**src/rtl/pwm_capture.sv**
```systemverilog
// pwm_capture -- APB3 slave measuring the high time and period of a PWM input.
//
// Measures the high time (rise to fall) and the period (rise to rise) of
// pwm_in in PCLK cycles. Software sees the most recent completed
// measurement, a status word with sticky flags, and a level interrupt.
//
// Ports:
//   PCLK, PRESET      clock, asynchronous active-high reset
//   PSEL, PENABLE     APB select / access phase
//   PWRITE, PADDR     APB direction and address ([11:8] block, [3:2] register)
//   PWDATA, PRDATA    APB write data / registered read data
//   PREADY, PSLVERR   constant 1 / constant 0
//   pwm_in            asynchronous PWM input
//   capture_irq       registered level interrupt
//
// Register map (PADDR[3:2]):
//   0 HIGH_WIDTH  RO  high time of the last completed cycle
//   1 PERIOD      RO  rise-to-rise time of the last completed cycle
//   2 STATUS      [0] valid, [1] overrun, [2] timeout (all W1C), [3] input level
//   3 CTRL        RW  [0] enable, [1] irq_en

module pwm_capture #(
    parameter int unsigned CNT_W    = 32,
    parameter int unsigned TIMEOUT  = 2000000,
    parameter logic [3:0]  ADDR_SEL = 4'h2
) (
    input  logic        PCLK,
    input  logic        PRESET,
    input  logic        PSEL,
    input  logic        PENABLE,
    input  logic        PWRITE,
    input  logic [31:0] PADDR,
    input  logic [31:0] PWDATA,
    output logic [31:0] PRDATA,
    output logic        PREADY,
    output logic        PSLVERR,
    input  logic        pwm_in,
    output logic        capture_irq
);

    typedef enum logic [1:0] {
        ST_IDLE,
        ST_ARM,
        ST_HIGH,
        ST_LOW
    } state_t;

    localparam logic [CNT_W-1:0] CNT_ONE = CNT_W'(1);
    localparam logic [32:0]      TO_VAL  = 33'(TIMEOUT);

    // ------------------------------------------------------------------
    // APB decode
    // ------------------------------------------------------------------
    logic       hit;
    logic       wr_en;
    logic       rd_en;
    logic [1:0] reg_idx;
    logic       wr_status;
    logic       wr_ctrl;

    assign hit       = PSEL & (PADDR[11:8] == ADDR_SEL);
    assign wr_en     = hit & PENABLE & PWRITE;
    assign rd_en     = hit & ~PENABLE & ~PWRITE;
    assign reg_idx   = PADDR[3:2];
    assign wr_status = wr_en & (reg_idx == 2'd2);
    assign wr_ctrl   = wr_en & (reg_idx == 2'd3);

    assign PREADY  = 1'b1;
    assign PSLVERR = 1'b0;

    // Address and data bits this block does not decode.
    logic unused_apb_bits;
    assign unused_apb_bits = ^{PADDR[31:12], PADDR[7:4], PADDR[1:0], PWDATA[31:3]};

    // ------------------------------------------------------------------
    // Input synchronizer and edge detection
    // ------------------------------------------------------------------
    logic pwm_meta_q;
    logic pwm_s_q;
    logic pwm_d_q;
    logic rise;
    logic fall;

    always_ff @(posedge PCLK or posedge PRESET) begin
        if (PRESET) begin
            pwm_meta_q <= 1'b0;
            pwm_s_q    <= 1'b0;
            pwm_d_q    <= 1'b0;
        end else begin
            pwm_meta_q <= pwm_in;
            pwm_s_q    <= pwm_meta_q;
            pwm_d_q    <= pwm_s_q;
        end
    end

    assign rise = pwm_s_q & ~pwm_d_q;
    assign fall = ~pwm_s_q & pwm_d_q;

    // ------------------------------------------------------------------
    // Control / status / result registers
    // ------------------------------------------------------------------
    logic             enable_q;
    logic             irq_en_q;
    logic             valid_q;
    logic             overrun_q;
    logic             timeout_q;
    logic [CNT_W-1:0] high_width_q;
    logic [CNT_W-1:0] period_q;

    // ------------------------------------------------------------------
    // Measurement FSM
    // ------------------------------------------------------------------
    state_t           state_q;
    state_t           state_d;
    logic [CNT_W-1:0] hi_cnt_q;
    logic [CNT_W-1:0] hi_cnt_d;
    logic [CNT_W-1:0] per_cnt_q;
    logic [CNT_W-1:0] per_cnt_d;
    logic [CNT_W-1:0] hi_shadow_q;
    logic [CNT_W-1:0] hi_shadow_d;
    logic             commit;
    logic             timeout_evt;
    logic             per_at_limit;

    function automatic logic [CNT_W-1:0] sat_inc(input logic [CNT_W-1:0] v);
        return (&v) ? v : (v + CNT_ONE);
    endfunction

    // Widened compare so a TIMEOUT beyond the counter range can never match.
    assign per_at_limit = (33'(per_cnt_q) == TO_VAL);

    always_ff @(posedge PCLK or posedge PRESET) begin
        if (PRESET) begin
            state_q     <= ST_IDLE;
            hi_cnt_q    <= '0;
            per_cnt_q   <= '0;
            hi_shadow_q <= '0;
        end else begin
            state_q     <= state_d;
            hi_cnt_q    <= hi_cnt_d;
            per_cnt_q   <= per_cnt_d;
            hi_shadow_q <= hi_shadow_d;
        end
    end

    always_comb begin
        state_d     = state_q;
        hi_cnt_d    = hi_cnt_q;
        per_cnt_d   = per_cnt_q;
        hi_shadow_d = hi_shadow_q;
        commit      = 1'b0;
        timeout_evt = 1'b0;

        if (!enable_q) begin
            // Disabling abandons any measurement in flight without a commit.
            state_d   = ST_IDLE;
            hi_cnt_d  = '0;
            per_cnt_d = '0;
        end else begin
            case (state_q)
                ST_IDLE: begin
                    state_d   = ST_ARM;
                    hi_cnt_d  = '0;
                    per_cnt_d = '0;
                end
                ST_ARM: begin
                    if (rise) begin
                        state_d   = ST_HIGH;
                        hi_cnt_d  = CNT_ONE;
                        per_cnt_d = CNT_ONE;
                    end else begin
                        hi_cnt_d  = '0;
                        per_cnt_d = '0;
                    end
                end
                ST_HIGH: begin
                    // A rise cannot occur here: the input is already high.
                    if (per_at_limit) begin
                        timeout_evt = 1'b1;
                        state_d     = ST_ARM;
                    end else begin
                        hi_cnt_d  = sat_inc(hi_cnt_q);
                        per_cnt_d = sat_inc(per_cnt_q);
                        if (fall) begin
                            hi_shadow_d = hi_cnt_q;
                            state_d     = ST_LOW;
                        end
                    end
                end
                ST_LOW: begin
                    // Rise has priority over a coincident timeout.
                    if (rise) begin
                        commit    = 1'b1;
                        state_d   = ST_HIGH;
                        hi_cnt_d  = CNT_ONE;
                        per_cnt_d = CNT_ONE;
                    end else if (per_at_limit) begin
                        timeout_evt = 1'b1;
                        state_d     = ST_ARM;
                    end else begin
                        per_cnt_d = sat_inc(per_cnt_q);
                    end
                end
                default: begin
                    state_d = ST_IDLE;
                end
            endcase
        end
    end

    // ------------------------------------------------------------------
    // Register updates; a hardware set beats a coincident W1C.
    // ------------------------------------------------------------------
    always_ff @(posedge PCLK or posedge PRESET) begin
        if (PRESET) begin
            enable_q     <= 1'b0;
            irq_en_q     <= 1'b0;
            valid_q      <= 1'b0;
            overrun_q    <= 1'b0;
            timeout_q    <= 1'b0;
            high_width_q <= '0;
            period_q     <= '0;
        end else begin
            if (wr_ctrl) begin
                enable_q <= PWDATA[0];
                irq_en_q <= PWDATA[1];
            end
            if (commit) begin
                high_width_q <= hi_shadow_q;
                period_q     <= per_cnt_q;
            end
            valid_q   <= (valid_q   & ~(wr_status & PWDATA[0])) | commit;
            overrun_q <= (overrun_q & ~(wr_status & PWDATA[1])) | (commit & valid_q);
            timeout_q <= (timeout_q & ~(wr_status & PWDATA[2])) | timeout_evt;
        end
    end

    always_ff @(posedge PCLK or posedge PRESET) begin
        if (PRESET) begin
            capture_irq <= 1'b0;
        end else begin
            capture_irq <= irq_en_q & (valid_q | timeout_q);
        end
    end

    // ------------------------------------------------------------------
    // Read path: loaded in the setup phase, held through the access phase.
    // ------------------------------------------------------------------
    logic [31:0] rd_mux;

    always_comb begin
        rd_mux = '0;
        case (reg_idx)
            2'd0: rd_mux = 32'(high_width_q);
            2'd1: rd_mux = 32'(period_q);
            2'd2: rd_mux = {28'd0, pwm_s_q, timeout_q, overrun_q, valid_q};
            2'd3: rd_mux = {30'd0, irq_en_q, enable_q};
            default: rd_mux = '0;
        endcase
    end

    always_ff @(posedge PCLK or posedge PRESET) begin
        if (PRESET) begin
            PRDATA <= '0;
        end else if (rd_en) begin
            PRDATA <= rd_mux;
        end
    end

endmodule
```
**config.mk**
```make
export PLATFORM = sky130hd
export DESIGN_NAME = pwm_capture
export DESIGN_NICKNAME = d
export VERILOG_FILES = /design/src/rtl/pwm_capture.sv
export SDC_FILE = /design/constraint.sdc
export NUM_CORES = 1
export LEC_CHECK = 0
export BUFFER_PORTS_ARGS = -buffer_cell sky130_fd_sc_hd__buf_4
export CAP_MARGIN = 20
export CORE_ASPECT_RATIO = 1.4
export CORE_UTILIZATION = 40
export CTS_BUF_LIST = sky130_fd_sc_hd__clkbuf_16
export DETAILED_ROUTE_END_ITERATION = 8
export REMOVE_ABC_BUFFERS = 1
export SETUP_SLACK_MARGIN = 0.02
export SYNTH_ARGS = -nofsm -noshare
export SYNTH_HDL_FRONTEND = slang
export SYNTH_SLANG_ARGS = --single-unit
```
**constraint.sdc**
```tcl
create_clock -name PCLK -period 8.8 [get_ports PCLK]
set_input_delay 1.76 -clock PCLK [delete_from_list [all_inputs] [get_ports PCLK]]
set_output_delay 1.76 -clock PCLK [all_outputs]
set_load 0.05 [all_outputs]
```
==> results of run 1 <==
==> final cells by class <==
cell class / instances / share of cell area (%)
clock buffers: 21 / 4.94
clock inverters: 14 / 1.04
inverters: 10 / 0.423
multi-input cells: 555 / 38.2
flip-flops and latches: 203 / 47.8
well taps: 306 / 3.60
repair buffers: 54 / 4.00
==> power by group through the flow <==
| stage | sequential (µW) | combinational, µW | clock (µW) |
|---|---|---|---|
| 3_3_place_gp | 954 | 42.5 | 0 |
| 6_report | 937 | 42.3 | 841 |
| 4_1_cts | 936 | 42.7 | 867 |
| 2_1_floorplan | 954 | 21.3 | 0 |
| 3_5_place_dp | 954 | 42.5 | 0 |
| 5_1_grt | 936 | 48.1 | 908 |
==> critical path: cells and delay by family, from the launching register on <==
family / cells / cell delay [ns]
adders and majority gates: 1 / 0.14
buffers and inverters: 1 / 0.10
DFF: 1 / 0.49
muxes: 1 / 0.18
and+or+nand+nor: 5 / 2.06
==> path summary, 6_finish.rpt <==
path                              startpoint  slack (ns)  cells past startpoint          endpoint
worst max-delay path            per_cnt_q[0]        5.74                      8     per_cnt_q[23]
worst min-delay path              pwm_meta_q        0.35                      0           pwm_s_q
worst max register to register  per_cnt_q[0]        5.74                      8     per_cnt_q[23]
worst min register to register    pwm_meta_q        0.35                      0           pwm_s_q
max in group asynchronous             PRESET        6.19                      4  high_width_q[13]
min in group asynchronous             PRESET        1.46                      2        PRDATA[11]
==> per-layer routing <==
| layer | vias up | share of wire, % | track usage [%] |
|---|---|---|---|
| li1 | 2991 | - | - |
| met2 | 83 | 51 | 31.2 |
| met1 | 3215 | 45 | 24.0 |
| met4 | 0 | 1.4 | 4.28 |
| met5 | - | 0 | 0 |
| met3 | 21 | 2.7 | 1.66 |
==> stage by stage <==
stage	instances	area, µm²	hold slack, ns	utilization [%]
6_report	1163	10600	0.347	46.0
2_1_floorplan	768	9160	0.331	-
3_5_place_dp	1127	9970	0.335	43.1
3_3_place_gp	1127	9970	0.335	43.1
4_1_cts	1162	10600	0.349	45.9
5_1_grt	1163	10600	0.365	46.0
==> cell families (layout without fill, tap and decap cells) <==
kind of cell	after synthesis	after routing	share of synthesized area, %
AOI/OAI and AO/OA	101	101	7.45
adders and majority gates	3	3	0.400
DFF	203	203	54.1
and+or+nand+nor	286	286	16.4
buffers and inverters	55	99	2.89
muxes	139	139	16.4
other	2	2	0.0800
xor gates and xnor gates	24	24	2.32
==> registers in the layout (all words and copies together) (netlist names) <==
| register | count |
|---|---|
| PRDATA | 32 |
| hi_cnt_q | 32 |
| hi_shadow_q | 32 |
| high_width_q | 32 |
| per_cnt_q | 32 |
| period_q | 32 |
| state_q | 2 |
| capture_irq | 1 |
| enable_q | 1 |
| irq_en_q | 1 |
| overrun_q | 1 |
| pwm_d_q | 1 |
| pwm_meta_q | 1 |
| pwm_s_q | 1 |
| timeout_q | 1 |
| valid_q | 1 |
==> layout by cell type, fill, tap and decap left out, drive strengths merged, types with 15 or more instances in the layout <==
cell type	n
mux2	96
buf	54
a21oi	22
nor3	16
clkbuf	21
dfrtp	203
o31ai	31
mux2i	41
nand3	24
nand2	91
nand4	28
nor4	15
or3	17
nor2	45
o21ai	25
==> impl_metrics.tcl, run 1 <==
set metrics [dict create \
    crit_slowest_cell "nor2_1" \
    nets 917 \
    post_synth_num_cell_types 62 \
    dp_hpwl_mm 13.7 \
    first_pass_iters 4 \
    postCtsSetupBuffers 0 \
    setup_ws_ns 5.74 \
    cellInternalPower_uw 1430 \
    gp_congestion 0.824 \
    clk_latency_ns 0.49 \
    cts_tree "yes" \
    async_reset_ff_share_pct 100 \
    seq_area_mm2 0.00508 \
    syn_avg_cell_area_um2 11.6 \
    maxSlewHeadroom_pct 24.8 \
    grt_pass1_wl_mm 34.6 \
    skew_ns 0.0103 \
    drive_gt1_share_pct 24.6 \
    clockBufferDepth 3 \
    grt_start_max_net_pins 128 \
    total_power_uw 1820 \
    grt_pass1_vias 6297 \
    fin_tns_setup_ns 0 \
    vdd.ir_drop.worst_uv 98.6 \
    synth_cells 813 \
    rsz0062_at_grt "no" \
    portBuffers 47 \
    fillers 2173 \
    cts_sinks 203 \
    synth_top_area_share_pct 54.1 \
    overflow 0 \
    synth_edf_count 0 \
    synth_top_area_cell "dfrtp_1" \
    fmax_mhz 326 \
    critical_path_class "reg2reg" \
    drt.antenna.violating_nets 0 \
    syn_to_final_growth_pct 13.3 \
    finalCritPeriodShare_pct 34.8 \
    seq_power_share_pct 51.5 \
    rows 66 \
    root_buffer "clkbuf_16" \
    power.switching_uw 386 \
    cp-end-kind "register" \
    num_antenna_cells 0 \
    drt-wirelength-per-cell_um 17.9 \
    path_cells "inv_1 -> ha_1 -> nor3b_1 -> nand4_2 -> nor2_1 -> nor3_1 -> nand3_1 -> mux2i_1" \
    p_clk_share_pct 46.2 \
    via_per_inst 5.43 \
    crit_path_max_fanout 14 \
    ys_top_cells_by_area "dfrtp_1, mux2_2, mux2i_1" \
    die_area_mm2 0.0241 \
    cts_buffers 20 \
    final_hold_viol_count 0 \
    ctsHtreeMaxLevel 1 \
    max_slew.worst_pin.slew_ns 1.12 \
    antenna_found_initial 0 \
    setup_violations 0 \
    die_y_um 183 \
    p_sw_share_pct 21.2 \
    grt_use_total_pct 17.9 \
    drt_iter0_drc 330 \
    ys_ff_latch 203 \
    clk_pin_slew_ns 0.06 \
    drc_errors 0 \
    cts_resized 0 \
    yosysMostFrequentCell "dfrtp_1" \
    io_pins 105 \
    hold_buffers 0 \
    pwr-share-comb_pct 2.3 \
    synth_ff_type "dfrtp_1" \
    crit_required_ns 9.21 \
    dp_slack_ns 5.16 \
    die_w_um 132 \
    wirelength_mm 20.9 \
    yosysWarnings 0 \
    num_vias 6310 \
    p_per_area_mw_per_mm2 171 \
    syn-cell-area_mm2 0.00939 \
    drv_slew 0 \
    multiInputGateArea_mm2 0.00407 \
    leakagePower_uw 0.00472 \
    start_kind "register" \
    fp.coreArea_mm2 0.0231 \
    status "finished, final reports clean" \
    hp-class "reg2reg" \
    max-cap-violations 0 \
    ys_top_cells_by_count "dfrtp_1, mux2_2, nand2_1" \
    initial_core_util_pct 40.6 \
    yosysSeqAreaShare_pct 54.1 \
    fin_crit_ns 3.06 \
    cp.arrival_ns 3.47 \
    cpPeakStageDelay_ns 0.94 \
]
Power figures use the tool's default switching activity.
==> inputs of run 2 (changes only) <==
==> constraint.sdc (replaced) <==
create_clock -name PCLK -period 2.9 [get_ports PCLK]
set_input_delay 0.58 -clock PCLK [delete_from_list [all_inputs] [get_ports PCLK]]
set_output_delay 0.58 -clock PCLK [all_outputs]
set_load 0.05 [all_outputs]
==> run 2 against run 1 <==
Final cell count increased by 1.5%. Worst setup slack got worse by 5.2 ns. Worst hold slack got worse by 0.21 ns. Core utilization rose by 0.54 points. Clock skew grew 0.014 ns. Register-to-register slack lost 5.2 ns. Critical path depth up 1. Critical path type unchanged. Critical endpoint is now per_cnt_q[25]. Largest power group unchanged.
==> impl_metrics.tcl, run 2 (same netlist as run 1, synthesis figures left out) <==
set metrics [dict create \
    rows 66 \
    critical_path_class "reg2reg" \
    grt_pass1_wl_mm 34.3 \
    fmax_mhz 421 \
    grt_start_max_net_pins 74 \
    die_w_um 132 \
    final_hold_viol_count 0 \
    postCtsSetupBuffers 0 \
    io_pins 105 \
    start_kind "register" \
    max_slew.worst_pin.slew_ns 0.861 \
    finalInstanceArea_mm2 0.0108 \
    finalCritPeriodShare_pct 82.0 \
    fin_tns_setup_ns 0 \
    root_buffer "clkbuf_16" \
    die_y_um 183 \
    final_cell_mix "dfrtp_1, mux2_2, nand2_1" \
    num_antenna_cells 0 \
    drt-wirelength-per-cell_um 17.5 \
    grt_pass1_vias 6408 \
    cp-end-kind "register" \
    cp.arrival_ns 2.78 \
    maxSlewHeadroom_pct 42.6 \
    status "finished, final reports clean" \
    reg2reg_slack_ns 0.52 \
    drv_slew 0 \
    cts_tree "yes" \
    cts_resized 0 \
    drt_iter0_drc 320 \
    drive_gt1_share_pct 26.6 \
    clk_pin_slew_ns 0.07 \
    drc_errors 0 \
    clk_latency_ns 0.49 \
    setup_violations 0 \
    overflow 0 \
    dp_hpwl_mm 14.2 \
    drt.antenna.violating_nets 0 \
    initial_core_util_pct 40.6 \
    final_cells 1181 \
    grt_use_total_pct 17.7 \
    vdd.ir_drop.worst_uv 306 \
    fin_crit_ns 2.38 \
    hold_buffers 0 \
    postPlaceCellArea_mm2 0.0102 \
    final_common_cell "dfrtp_1" \
    crit_required_ns 3.30 \
    max-cap-violations 0 \
    ctsHtreeMaxLevel 1 \
    rsz0062_at_grt "no" \
    syn_to_final_growth_pct 14.6 \
    dp_cells 1149 \
    via_per_inst 5.35 \
    p_per_area_mw_per_mm2 497 \
    fillers 2165 \
    portBuffers 47 \
    nets 937 \
    finish.utilization_pct 46.5 \
    num_vias 6323 \
    wirelength_mm 20.7 \
    antenna_found_initial 0 \
    gp_congestion 0.834 \
    hp-class "in2async" \
    skew_ns 0.0242 \
    cts_buffers 19 \
    fp.coreArea_mm2 0.0231 \
    crit_path_max_fanout 8 \
    cts_sinks 203 \
    leakagePower_uw 0.00480 \
    first_pass_iters 5 \
    clockBufferDepth 3 \
    rr_worst_depth 9 \
    die_area_mm2 0.0241 \
]
==> run 2: critical path, cell delays in order, from the launching register on <==
cell,delay [ns]
dfrtp_1,0.35
inv_1,0.04
ha_1,0.20
nor3b_1,0.15
nand4_2,0.13
buf_4,0.16
nor2_1,0.09
or3_1,0.50
or4_1,0.51
a21oi_1,0.15
==> run 2: final timing paths <==
path                                   start       endpoint
worst max-delay path            per_cnt_q[0]  per_cnt_q[25]
worst min-delay path                  PRESET      PRDATA[8]
worst max register to register  per_cnt_q[0]  per_cnt_q[25]
worst min register to register    pwm_meta_q        pwm_s_q
max in group asynchronous             PRESET  per_cnt_q[23]
min in group PCLK                     pwm_in     pwm_meta_q
==> run 2: final cells by class <==
class	instances	area [µm²]	area share, %
Clock buffer	19	475	4.42
Clock inverter	13	96.3	0.895
Inverter	10	45.0	0.419
Multi-Input combinational cell	555	4070	37.8
Sequential cell	203	5080	47.2
Tap cell	306	383	3.56
Timing Repair Buffer	75	613	5.70
==> run 2: layer usage <==
layer	track usage, %	vias up	share of wire [%]	wire length (µm)
li1	-	3033	-	-
met1	22.9	3170	44	9130
met2	31.6	93	51	10500
met3	1.80	27	3.0	611
met4	4.84	0	2.0	406
met5	0	-	0	0
==> run 2: metrics by stage <==
step                      hold slack (ns)  setup slack (ns)  power, µW
after CTS                           0.172             0.499       5420
final                               0.135             0.523       5340
after detailed placement            0.337             0.511       3040
after global routing                0.180             0.300       5530
after global placement              0.333             0.560       3030
after floorplan                     0.331             -3.22       2960
==> run 2: where the power goes <==
part           internal [µW]  switching, µW  total [µW]
combinational           36.2           97.4         134
clock                   1290           1080        2370
sequential              2830           6.03        2840
==> inputs of run 3 (changes only) <==
--- a/config.mk
+++ b/config.mk
@@ -5,6 +5,7 @@
 export SDC_FILE = /design/constraint.sdc
 export NUM_CORES = 1
 export LEC_CHECK = 0
+export ABC_AREA = 1
 export BUFFER_PORTS_ARGS = -buffer_cell sky130_fd_sc_hd__buf_4
 export CAP_MARGIN = 20
 export CORE_ASPECT_RATIO = 1.4
==> constraint.sdc (replaced) <==
create_clock -name PCLK -period 2.3 [get_ports PCLK]
set_input_delay 0.46 -clock PCLK [delete_from_list [all_inputs] [get_ports PCLK]]
set_output_delay 0.46 -clock PCLK [all_outputs]
set_load 0.05 [all_outputs]
==> run 3 against run 2 <==
The flow now finishes with violations (negative hold slack). Sequential share of layout area shrank 4.5 points. Core utilization rose by 0.43 points. Synthesized cell count rose by 65%. First-iteration DRC count grew 86%. Die area rose by 9.1%. Fmax is 12% higher. Largest power group unchanged. Highest routed layer unchanged.
==> impl_metrics.tcl, run 3 <==
set metrics [dict create \
    seq_power_share_pct 47.2 \
    post_synth_num_cell_types 40 \
    grt_pass1_vias 8612 \
    nets 1474 \
    synth_edf_count 0 \
    fmax_mhz 471 \
    use_met1_pct 27.6 \
    synth_ff_type "dfrtp_1" \
    skew_ns 0.0155 \
    dp_slack_ns 0.266 \
    p_sw_share_pct 26.6 \
    syn_to_final_growth_pct 15.9 \
    ys_top_cells_by_area "dfrtp_1, nand2_1, nor2_1" \
    critical_path_class "reg2reg" \
    ys_top_cells_by_count "nand2_1, dfrtp_1, nor2_1" \
    crit_required_ns 2.70 \
    synthAdderAreaFrac_pct 0.366 \
    num_antenna_cells 0 \
    holdWs_ns -0.0102 \
    cellInternalPower_uw 5830 \
    synthSimpleGateAreaFrac_pct 30.2 \
    cts_buffers 22 \
    fp.coreArea_mm2 0.0253 \
    drv_slew 0 \
    rr_endpoint "state_q[0]" \
    rsz0062_at_grt "no" \
    drt-wirelength-per-cell_um 16.9 \
    pwr-share-comb_pct 10.1 \
    drt.antenna.violating_nets 0 \
    synth_top_area_share_pct 49.5 \
    violations "negative hold slack" \
    clk_pin_slew_ns 0.06 \
    dp_hpwl_mm 21.9 \
    grt_use_total_pct 23.3 \
    setup_ws_ns 0.178 \
    final_cell_mix "nand2_1, dfrtp_1, nor2_1" \
    cts_sinks 203 \
    grt_busiest_layer "met2" \
    met3_usage_pct 2.09 \
    finalCritPeriodShare_pct 92.3 \
    cp-end-kind "register" \
    vdd.ir_drop.worst_uv 613 \
    rr_startpoint "per_cnt_q[1]" \
    crit_path_max_fanout 6 \
    clockBufferDepth 3 \
    finalInstanceArea_mm2 0.0119 \
    power.switching_uw 2110 \
    num_vias 8769 \
    clk_latency_ns 0.51 \
    cts_resized 0 \
    fin_tns_setup_ns 0 \
    worst_path_most_repeated_cell "nand2_1" \
    die_area_mm2 0.0263 \
    final_common_cell "nand2_1" \
    yosysMostFrequentCell "nand2_1" \
    via_per_inst 5.06 \
    met2_usage_pct 42.3 \
    leakagePower_uw 0.00540 \
    yosysWarnings 0 \
    postCtsSetupBuffers 0 \
    syn_avg_cell_area_um2 7.65 \
    rows 69 \
    start_kind "register" \
    gp_congestion 0.987 \
    die_y_um 191 \
    fin_crit_ns 2.12 \
    drive_gt1_share_pct 11.7 \
    first_pass_iters 5 \
    setup_violations 0 \
    cpPeakStageDelay_ns 0.42 \
    grt_start_max_net_pins 63 \
    drt_iter0_drc 594 \
    grt_pass1_wl_mm 46.6 \
    ctsHtreeMaxLevel 1 \
    yosysSeqAreaShare_pct 49.5 \
    postPlaceCellArea_mm2 0.0112 \
    cp_top_family "simple AND/OR/NAND/NOR gates" \
    crit_slowest_cell "dfrtp_1" \
    syn-cell-area_mm2 0.0103 \
    path_cells "inv_1 -> ha_1 -> nand2_1 -> nor2_1 -> nand2_1 -> nor2_1 -> nand2_2 -> buf_4 -> a21oi_1 -> inv_1 -> nand2_1 -> nand2_1" \
    synth_xor_area_share_pct 1.28 \
    io_pins 105 \
    drc_errors 0 \
    overflow 0 \
    synth_top_family_by_area "simple AND/OR/NAND/NOR gates" \
    cts_tree "yes" \
    finish.utilization_pct 47.0 \
    hold_buffers 0 \
    die_w_um 137 \
    antenna_found_initial 0 \
    ys_ff_latch 203 \
    muxShareOfSynthArea_pct 3.29 \
    max-cap-violations 0 \
    async_reset_ff_share_pct 100 \
    rr_worst_depth 12 \
    hp-class "in2async" \
    portBuffers 47 \
    worstPathBufferInverterCount 3 \
    synth_top_area_cell "dfrtp_1" \
    reg2reg_slack_ns 0.18 \
    synth-compound-area-share_pct 8.41 \
    wirelength_mm 29.3 \
    initial_core_util_pct 40.5 \
    p_clk_share_pct 42.7 \
    root_buffer "clkbuf_16" \
    synth_cells 1341 \
    cp.arrival_ns 2.52 \
    final_hold_viol_count 19 \
    status "complete, but fails checks" \
    p_per_area_mw_per_mm2 668 \
]
-- run 3: cell count changes after synthesis, moves of 41 or more --
cell	previous run	this run
o21ai_0	22	71
mux2i_1	41	0
nand2_1	91	455
nand3_1	22	71
inv_1	10	119
mux2_2	96	22
nor2_1	45	176
-- run 3: cells by family after synthesis --
logic type / count (synthesis)
simple gates: 760
flops: 203
buf+inv: 170
compound gates: 160
mux: 28
xor+xnor: 15
fa+ha+maj: 3
other cells: 2
-- run 3: layer usage --
layer | vias up | wire length, µm
met4 | 0 | 1160
met3 | 57 | 812
li1 | 4392 | -
met1 | 4159 | 12000
met2 | 161 | 15300
met5 | - | 0
-- run 3: power groups by stage --
stage | Clock, µW | Combinational, µW | Sequential (µW)
floorplan | 0 | 187 | 4150
global placement | 0 | 808 | 3810
detailed placement | 0 | 814 | 3820
CTS | 3460 | 814 | 3750
global route | 3620 | 861 | 3760
finish | 3390 | 802 | 3750
-- run 3: layout make-up --
cell class,instances,area [µm²]
inverter,124,473
multi-input combinational,968,4490
fill,2535,13400
tap,319,399
timing repair buffer,82,766
sequential,203,5080
clock inverter,15,101
clock buffer,23,576
-- run 3: worst max-delay path by stage --
| stage | startpoint | end | slack (ns) | depth (start not counted) |
|---|---|---|---|---|
| floorplan | PRESET | PRDATA[0] | -3.70 | 1 |
| global placement | per_cnt_q[1] | state_q[0] | 0.26 | 12 |
| detailed placement | per_cnt_q[1] | state_q[0] | 0.27 | 12 |
| CTS | per_cnt_q[1] | hi_cnt_q[25] | 0.25 | 13 |
| global route | per_cnt_q[1] | hi_cnt_q[25] | 0.11 | 13 |
| finish | per_cnt_q[1] | state_q[0] | 0.18 | 12 |
-- run 3: stage by stage --
step | cells | power [µW]
after CTS | 1734 | 8030
after global placement | 1696 | 4620
after floorplan | 1295 | 4340
final | 1734 | 7940
after detailed placement | 1696 | 4630
after global routing | 1734 | 8240
